$ cat src/rtl/optical_ctrl_pkg.sv
// optical_ctrl_pkg: types and constants shared by the 4x4 optical switch initiator and controller
package optical_ctrl_pkg;

    typedef enum logic [2:0] {
        IDLE,
        CHECK,
        REQ,
        SETTLE,
        DONE
    } state_t;

    localparam logic [1:0] ERR_NONE    = 2'd0;
    localparam logic [1:0] ERR_PERM    = 2'd1;
    localparam logic [1:0] ERR_TIMEOUT = 2'd2;

    localparam logic P_BAR   = 1'b0;
    localparam logic P_CROSS = 1'b1;

endpackage

$ cat src/rtl/optical_perm_check.sv
// optical_perm_check: flags whether four packed 2-bit destinations form a permutation
module optical_perm_check (
    input  logic [7:0] i_perm,
    output logic       o_is_perm
);

    logic [1:0] d0, d1, d2, d3;

    assign d0 = i_perm[1:0];
    assign d1 = i_perm[3:2];
    assign d2 = i_perm[5:4];
    assign d3 = i_perm[7:6];

    assign o_is_perm = (d0 != d1) && (d0 != d2) && (d0 != d3) &&
                       (d1 != d2) && (d1 != d3) && (d2 != d3);

endmodule

$ cat src/rtl/optical_4x4_cfg_initiator.sv
// optical_4x4_cfg_initiator: validates a permutation request, obtains the controller grant,
// drives the switch settings and waits out optical settling before reporting completion.
module optical_4x4_cfg_initiator
    import optical_ctrl_pkg::*;
#(
    parameter int P_SETTLE_CYCLES = 16,
    parameter int P_GRANT_TIMEOUT = 8,
    parameter int P_CNT_W         = 8,
    parameter int P_SKIP_SAME     = 1
) (
    input  logic       i_clk,
    input  logic       i_rst,
    input  logic [7:0] i_perm_req,
    input  logic       i_perm_valid,
    output logic       o_perm_ready,
    output logic [7:0] o_4x4_req,
    output logic       o_4x4_valid,
    input  logic [5:0] i_switch_grant,
    input  logic       i_grant_valid,
    output logic [5:0] o_switch_drv,
    output logic       o_drv_update,
    output logic       o_config_end,
    output logic       o_err,
    output logic [1:0] o_err_code,
    output logic       o_busy
);

    state_t             state_q, state_d;
    logic [7:0]         req_q, req_d;
    logic [7:0]         last_q, last_d;
    logic               last_v_q, last_v_d;
    logic [P_CNT_W-1:0] cnt_q, cnt_d;
    logic [5:0]         drv_q, drv_d;
    logic               upd_q, upd_d;
    logic [1:0]         code_q;
    logic               is_perm;
    logic               err;
    logic [1:0]         err_code;

    optical_perm_check u_perm_check (
        .i_perm   (req_q),
        .o_is_perm(is_perm)
    );

    always_ff @(posedge i_clk or negedge i_rst) begin
        if (!i_rst) begin
            state_q  <= IDLE;
            req_q    <= '0;
            last_q   <= '0;
            last_v_q <= 1'b0;
            cnt_q    <= '0;
            drv_q    <= {6{P_BAR}};
            upd_q    <= 1'b0;
            code_q   <= ERR_NONE;
        end else begin
            state_q  <= state_d;
            req_q    <= req_d;
            last_q   <= last_d;
            last_v_q <= last_v_d;
            cnt_q    <= cnt_d;
            drv_q    <= drv_d;
            upd_q    <= upd_d;
            code_q   <= err ? err_code : code_q;
        end
    end

    always_comb begin
        state_d  = state_q;
        req_d    = req_q;
        last_d   = last_q;
        last_v_d = last_v_q;
        cnt_d    = cnt_q;
        drv_d    = drv_q;
        upd_d    = 1'b0;
        err      = 1'b0;
        err_code = ERR_NONE;
        case (state_q)
            IDLE: begin
                if (i_perm_valid) begin
                    req_d   = i_perm_req;
                    state_d = CHECK;
                end
            end
            CHECK: begin
                if (!is_perm) begin
                    err      = 1'b1;
                    err_code = ERR_PERM;
                    state_d  = IDLE;
                end else if (P_SKIP_SAME != 0 && last_v_q && req_q == last_q) begin
                    state_d = DONE;
                end else begin
                    cnt_d   = P_CNT_W'(P_GRANT_TIMEOUT - 1);
                    state_d = REQ;
                end
            end
            REQ: begin
                // a grant arriving on the expiry cycle still wins
                if (i_grant_valid) begin
                    drv_d   = i_switch_grant;
                    upd_d   = 1'b1;
                    cnt_d   = P_CNT_W'(P_SETTLE_CYCLES - 1);
                    state_d = SETTLE;
                end else if (cnt_q == '0) begin
                    err      = 1'b1;
                    err_code = ERR_TIMEOUT;
                    state_d  = IDLE;
                end else begin
                    cnt_d = cnt_q - 1'b1;
                end
            end
            SETTLE: begin
                if (cnt_q == '0) state_d = DONE;
                else cnt_d = cnt_q - 1'b1;
            end
            DONE: begin
                last_d   = req_q;
                last_v_d = 1'b1;
                state_d  = IDLE;
            end
            default: state_d = IDLE;
        endcase
    end

    // ready is gated by reset so every output reads 0 while reset is held
    assign o_perm_ready = i_rst && state_q == IDLE;
    assign o_4x4_req    = req_q;
    assign o_4x4_valid  = state_q == REQ;
    assign o_switch_drv = drv_q;
    assign o_drv_update = upd_q;
    assign o_config_end = state_q == DONE;
    assign o_err        = err;
    assign o_err_code   = err ? err_code : code_q;
    assign o_busy       = state_q != IDLE;

endmodule
$ cat config.mk
export PLATFORM = sky130hd
export DESIGN_NAME = optical_4x4_cfg_initiator
export DESIGN_NICKNAME = d
export VERILOG_FILES = /design/src/rtl/optical_ctrl_pkg.sv /design/src/rtl/optical_perm_check.sv /design/src/rtl/optical_4x4_cfg_initiator.sv
export SDC_FILE = /design/constraint.sdc
export NUM_CORES = 1
export LEC_CHECK = 0
export CAP_MARGIN = 20
export CORE_AREA = 2 2 73 75
export DETAILED_ROUTE_END_ITERATION = 8
export DIE_AREA = 0 0 75 77
export HOLD_SLACK_MARGIN = 0.12
export PLACE_DENSITY = 0.6
export SETUP_SLACK_MARGIN = 0.05
export SYNTH_ARGS = -nofsm -noshare
export SYNTH_HDL_FRONTEND = slang
export SYNTH_SLANG_ARGS = --single-unit
$ cat constraint.sdc
create_clock -name i_clk -period 3.7 [get_ports i_clk]
set_input_delay 0.74 -clock i_clk [delete_from_list [all_inputs] [get_ports i_clk]]
set_output_delay 0.74 -clock i_clk [all_outputs]
set_load 0.05 [all_outputs]
==> results of run 1 <==
## worst min path at each step
stage,slack (ps),end,from,depth (start not counted)
6_report,470,last_v_q$_DFFE_PN0P_,last_v_q$_DFFE_PN0P_,1
5_1_grt,480,last_v_q$_DFFE_PN0P_,last_v_q$_DFFE_PN0P_,1
4_1_cts,470,last_v_q$_DFFE_PN0P_,last_v_q$_DFFE_PN0P_,1
3_5_place_dp,460,last_v_q$_DFFE_PN0P_,last_v_q$_DFFE_PN0P_,1
3_3_place_gp,440,last_v_q$_DFFE_PN0P_,last_v_q$_DFFE_PN0P_,1
2_1_floorplan,430,last_v_q$_DFFE_PN0P_,last_v_q$_DFFE_PN0P_,1
## cell type report
class,count,area (um2),area share (%)
multi-input combinational,116,921,37.3
clock buffer,7,86.3,3.49
sequential,37,926,37.5
inverter,6,22.5,0.911
clock inverter,1,30.0,1.22
timing repair buffer,41,398,16.1
tap,70,87.6,3.54
## placed cells by master (no fill, tap or decap), types with 2 or more instances in the layout
cell type and count:
sky130_fd_sc_hd__clkbuf_8 6, sky130_fd_sc_hd__mux2_2 22, sky130_fd_sc_hd__clkdlybuf4s50_1 35, sky130_fd_sc_hd__nor2b_1 3, sky130_fd_sc_hd__and2_1 2, sky130_fd_sc_hd__nor2_1 5, sky130_fd_sc_hd__nor4_1 2, sky130_fd_sc_hd__inv_1 6
sky130_fd_sc_hd__a21oi_1 8, sky130_fd_sc_hd__nand2_1 8, sky130_fd_sc_hd__xor2_1 19, sky130_fd_sc_hd__nor3_1 7, sky130_fd_sc_hd__dfrtp_1 37, sky130_fd_sc_hd__o22ai_1 7, sky130_fd_sc_hd__xnor2_1 2, sky130_fd_sc_hd__o21ai_0 3
sky130_fd_sc_hd__buf_4 4, sky130_fd_sc_hd__nand2b_1 3, sky130_fd_sc_hd__o31a_1 3
## power groups by stage
stage	Combinational (uW)	Sequential, uW	Clock (uW)
after floorplan	885	1000	0
after global placement	1370	817	0
after detailed placement	1400	836	0
after CTS	1400	829	366
after global routing	1480	866	384
final	1390	825	354
## metrics by stage
step	instance area (um2)	setup slack, ps	hold WS, ps	utilization, %
after floorplan	1950	423	430	-
after CTS	2470	166	472	49.6
after detailed placement	2350	303	456	47.3
after global routing	2470	449	481	49.6
final	2470	578	469	49.6
after global placement	2350	315	445	47.3
## cells by family (layout without fill, tap and decap cells)
family / count (synthesis) / in the layout
and+or+nand+nor: 41 / 41
DFF: 37 / 37
AOI/OAI and AO/OA: 31 / 31
muxes: 22 / 22
xor gates and xnor gates: 21 / 21
buffers and inverters: 17 / 55
adders and majority gates: 1 / 1
## timing repair
item / 4_1_cts / 5_1_grt
setup endpoints to repair: 0 / 1
endpoints found under the hold margin: 0 / 0
resized for setup: 0 / 1
## registers in the layout, summed over array words and instances (netlist names)
signal / flops
last_v_q: 1
o_switch_drv: 6
last_q: 8
cnt_q: 8
o_4x4_req: 8
code_q: 2
state_q: 3
o_drv_update: 1
## worst max-delay path, cell delays in order, from the launching register on
cell and delay (ps):
sky130_fd_sc_hd__dfrtp_1 430, sky130_fd_sc_hd__inv_1 80, sky130_fd_sc_hd__ha_1 150, sky130_fd_sc_hd__nor3b_2 300
sky130_fd_sc_hd__nand2_2 170, sky130_fd_sc_hd__or4_4 450, sky130_fd_sc_hd__a21o_1 210, sky130_fd_sc_hd__dlymetal6s2s_1 310
## per-layer routing
layer	GRT usage, %	wire length (um)
met1	20.3	1690
met2	24.6	2110
met3	3.94	123
met4	5.71	42
met5	0	0
==> metrics.txt, run 1 <==
run status complete, no violations; maximum capacitance violations 0; Detail Placement HPWL ~3000 um; biggest fanout along the worst timing path 7; count of buffers inserted at the top-level ports 39; multiplexer share of the synthesized area 12.7%; number of buffers inserted to repair setup after CTS 0; # H-tree levels 2; Net Count, Synth 189; Synth Register Bits 37; total CTS buffers 5; area of the core between 4000 and 5000 um2; antenna-violating nets left 0; clock transition at the register clock pins on the worst setup and hold paths after CTS 70 ps; Root Buffer sky130_fd_sc_hd__clkbuf_8; number of nets in the finished design around 230; post-synth top area share between 40 and 50%; Async SR Flop Fraction 100%; all-layer global routing usage between 10% and 20%; overall die width around 75 um; beginning of the critical path cnt_q[0]$_DFFE_PN0P_; starting DRC count in detailed routing 50; post-DR vias/cell between 4 and 5; ranking of synthesized cells by area sky130_fd_sc_hd__dfrtp_1 (48%), sky130_fd_sc_hd__mux2_2 (13%), sky130_fd_sc_hd__xor2_1 (8.5%); relative contribution of sequential cells to total power ~32%; Final Total Pwr 2570 uW; number of flops mapped to enable cells by yosys 0; highest clock rate approximately 0.32 GHz; DRC violations left 0; aggregate routed wire length 3970 um; critical register-to-register path endpoint cnt_q[0]$_DFFE_PN0P_; count of vias placed by the detailed router approximately 1400; net switching power approximately 1200 uW; dominant combinational cell family by area after synthesis simple AND/OR/NAND/NOR gates; maximum count of clock buffers along a single path 2; R2R Path Start state_q[1]$_DFFE_PN0P_; part of the total power dissipated in combinational logic between 50% and 60%; CP Data Arrival Time 2380 ps; part of the Yosys area used for sequential elements roughly 48%; area share of and/or/nand/nor cells after synthesis 13.0%; fraction of layout cells with a size suffix above 1 a little over a fifth; global placer's final weighted congestion about 0.81; via count of the first global-routing pass roughly 1400; Commonest cells post-synth sky130_fd_sc_hd__dfrtp_1 (37), sky130_fd_sc_hd__mux2_2 (22), sky130_fd_sc_hd__xor2_1 (19); biggest area consumer among synthesized cells sky130_fd_sc_hd__dfrtp_1; startpoint type of the worst setup path flop; adder and majority gate portion of the synthesized area 0.643%; switching share of total power a little under half; count of different cell masters after synthesis 42; power density relative to cell area just over 1000 nW/um2; number of placed instances, taps included 270; leakage power of the design ~0.001 uW; aggregate global routing overflow 0; synthesized-area fraction occupied by ao, oa, aoi and oai cells a little under an eighth; final clock skew between 2 and 2.5 ps; transition time at the pin with the least slew margin 586 ps; Worst slew margin around three fifths; wire length of the first global-routing pass 6870 um; number of antenna diodes 0; crit path to o_err_code[0]; depth of the most critical reg-to-reg path 5; # hold bufs at CTS 0; antenna violations before repair 0; share of total power in the clock network between 10 and 15%; Mapped Avg Cell Area approximately 11 um2; Top FF cell, synth sky130_fd_sc_hd__dfrtp_1; Wirelength per Cell 14.3 um; Syn Inst Count 170; yosys synthesis warning count 0; shortest period the worst path allows between 3000 and 4000 ps; number of I/O pins 40; number of iterations in the first detailed-routing pass 4; RSZ-0062 raised after global routing false; vertical die dimension about 77 um; class of the most critical setup path flop to output pin; layout overhead on the synthesized area 26.9%; R2R Setup Slk roughly 1800 ps; leading cell type by number of instances after synthesis sky130_fd_sc_hd__dfrtp_1; worst hold-check path type flop to flop; number of filler instances in the final layout approximately 460; Max rail drop VDD around 0.44 mV; count of standard-cell rows 26; Final Setup Violations 0; period utilization 84.4%; internal power consumption about 1400 uW; starting density of the core roughly 40%; sink count of the clock tree 37; clock latency reported for the late side of the worst-skew pair 280 ps; cell area after technology mapping between 1500 and 2000 um2; setup_tns 0 ps; required time at the endpoint of the critical path between 2000 and 3000 ps; final-report hold violation count 0; TritonCTS clock tree built; maximum number of pins on one net before global-route repair 38; pins over their slew limit 0; XOR/XNOR share of the synthesized area about a tenth; endpoint kind of the worst setup timing path output pin; final cell count without fillers 278; area of the die about 5800 um2
Power figures use the tool's default switching activity.
==> run 2, diff against run 1 <==
- PLACE_DENSITY: 0.6 -> 0.62
- clock period: 3.7 -> 2.53 ns (I/O delays scaled with it)
==> metrics.txt, run 2 (synthesized netlist as in run 1, its figures left out) <==
run status complete, no violations; starting DRC count in detailed routing 62 (+24%); Final Core Density 51.1% (+1.4 points); maximum number of pins on one net before global-route repair 38 (unchanged); number of iterations in the first detailed-routing pass 4 (unchanged); count of vias placed by the detailed router 1423 (+4.0%); Detail Placement HPWL 3120 um (+2.2%); Max rail drop VDD 0.711 mV (+61%); # H-tree levels 2 (unchanged); final-report hold violation count 0 (unchanged); startpoint type of the worst setup path flop; count of buffers inserted at the top-level ports 39 (unchanged); critical register-to-register path endpoint cnt_q[0]$_DFFE_PN0P_; antenna-violating nets left 0 (unchanged); all-layer global routing usage 16.2% (+0.56 points); transition time at the pin with the least slew margin 556 ps (-30.3 ps); maximum count of clock buffers along a single path 2 (unchanged); Worst slew margin 62.6% (+2.0 points); most common cell after layout, fill and taps aside sky130_fd_sc_hd__clkdlybuf4s50_1; clock transition at the register clock pins on the worst setup and hold paths after CTS 60 ps (about the same); CP Data Arrival Time 1990 ps (-390 ps); area of the die 5780 um2 (unchanged); worst hold-check path type primary input to async pin; total CTS buffers 5 (unchanged); power density relative to cell area 1500 nW/um2 (+44%); R2R Setup Slk 580 ps (-1170 ps); highest clock rate 0.400 GHz; global placer's final weighted congestion 0.821 (+1.4%); antenna violations before repair 0 (unchanged); slowest library cell on the worst path sky130_fd_sc_hd__dfrtp_1; layout overhead on the synthesized area 30.5%; cells traversed along the worst timing path nor4_4 > nand2_2 > or4_4 > a21o_1 > buf_6; endpoint kind of the worst setup timing path output pin; post-place setup slack 127 ps (-176 ps); area of the core 4980 um2 (unchanged); shortest period the worst path allows around 2500 ps; final cell count without fillers 284 (+2.2%); via count of the first global-routing pass 1465 (+5.7%); sink count of the clock tree 37 (unchanged); RSZ-0062 raised after global routing true; vertical die dimension 77 um (unchanged); commonest cells after routing, fill and taps aside sky130_fd_sc_hd__clkdlybuf4s50_1 (31), sky130_fd_sc_hd__dfrtp_1 (29), sky130_fd_sc_hd__mux2_2 (22); Bufs and invs on worst path 1 (-1); number of antenna diodes 0 (unchanged); number of nets in the finished design 233 (+3.1%); DRC violations left 0 (unchanged); final clock skew 2.61 ps (+0.488 ps); starting density of the core 39.1% (unchanged); Root Buffer sky130_fd_sc_hd__clkbuf_8; Final Total Pwr 3810 uW (+48%); TritonCTS clock tree built; number of I/O pins 40 (unchanged); met1 usage in global routing 20.1% (-0.24 points); count of standard-cell rows 26 (unchanged); period utilization 98.7%; required time at the endpoint of the critical path 2020 ps (-940 ps); class of the most critical setup path flop to output pin; number of placed instances, taps included 273 (+1.1%); met3 track utilization from global routing 4.34% (+0.39 points); # hold bufs at CTS 0 (unchanged); biggest fanout along the worst timing path 5 (-2); post-DR vias/cell 5.01 (+1.8%); minimum setup slack in the final design 32.5 ps (-545 ps); max incr delay on CP 460 ps (about the same); M2 GR Usage 26.3% (+1.7 points); fraction of layout cells with a size suffix above 1 29.9% (+8.3 points); aggregate routed wire length 4180 um (+5.2%); R2R Path Start state_q[1]$_DFFE_PN0P_; maximum capacitance violations 0 (unchanged); overall die width 75 um (unchanged); clock latency reported for the late side of the worst-skew pair 280 ps (about the same); most heavily used metal layer in global routing met2; wire length of the first global-routing pass 7060 um (+2.7%); depth of the most critical reg-to-reg path 5 (unchanged); Final Setup Violations 0 (unchanged); hold slack 297 ps (-173 ps); pins over their slew limit 0 (unchanged); Wirelength per Cell 14.7 um (+3.0%); dominant delay contributor by cell family on the critical path simple AND/OR/NAND/NOR gates; aggregate global routing overflow 0 (unchanged); leakage power of the design 0.00104 uW (+4.3%)
[run 2: changes by cell type in the layout (fill, tap and decap cells not counted), moves of 2 or more]
cell and delta:
sky130_fd_sc_hd__buf_4 +7, sky130_fd_sc_hd__clkdlybuf4s50_1 -4, sky130_fd_sc_hd__buf_12 +3, sky130_fd_sc_hd__o21ai_0 -2, sky130_fd_sc_hd__dfrtp_1 -8, sky130_fd_sc_hd__dfrtp_2 +8
[run 2: worst max path at each step]
stage                                         from            end  slack [ps]  cells after the start
after floorplan           o_4x4_req[4]$_DFFE_PN0P_  o_err_code[1]        -140                      6
after CTS                     cnt_q[0]$_DFFE_PN0P_  o_err_code[0]          20                      7
after global placement               i_grant_valid  o_err_code[0]         130                      4
final                         cnt_q[5]$_DFFE_PN0P_  o_err_code[0]          30                      5
after detailed placement             i_grant_valid  o_err_code[0]         130                      4
after global routing          cnt_q[0]$_DFFE_PN0P_  o_err_code[0]         -80                      7
[run 2: final cells by class]
type	count	area, um2
Fill cell	454	2440
Clock buffer	7	86.3
Sequential cell	37	936
Timing Repair Buffer	48	478
Tap cell	70	87.6
Multi-Input combinational cell	116	931
Inverter	6	22.5
[run 2: per-stage QoR]
stage                     cell area [um2]  setup TNS [ps]
after global placement               2400               0
final                                2540               0
after floorplan                      1950            -141
after detailed placement             2400               0
after global routing                 2540            -124
after CTS                            2530               0
[run 2: routing by layer]
metal	part of all wire (%)	up-vias	wire, um
li1	-	682	-
met1	43	709	1810
met3	2.6	8	110
met2	52	24	2180
met5	0	-	0
met4	1.7	0	72
[run 2: power breakdown]
group          switching [uW]  total, uW  internal [uW]
registers                 344       1210            867
logic                    1250       2190            945
clock network             189        405            216
[run 2: what timing repair did]
action	CTS	global route
resized for setup	4	8
setup buffers	4	0
setup endpoints to repair	4	3
pin swaps	2	0
cloned	0	0
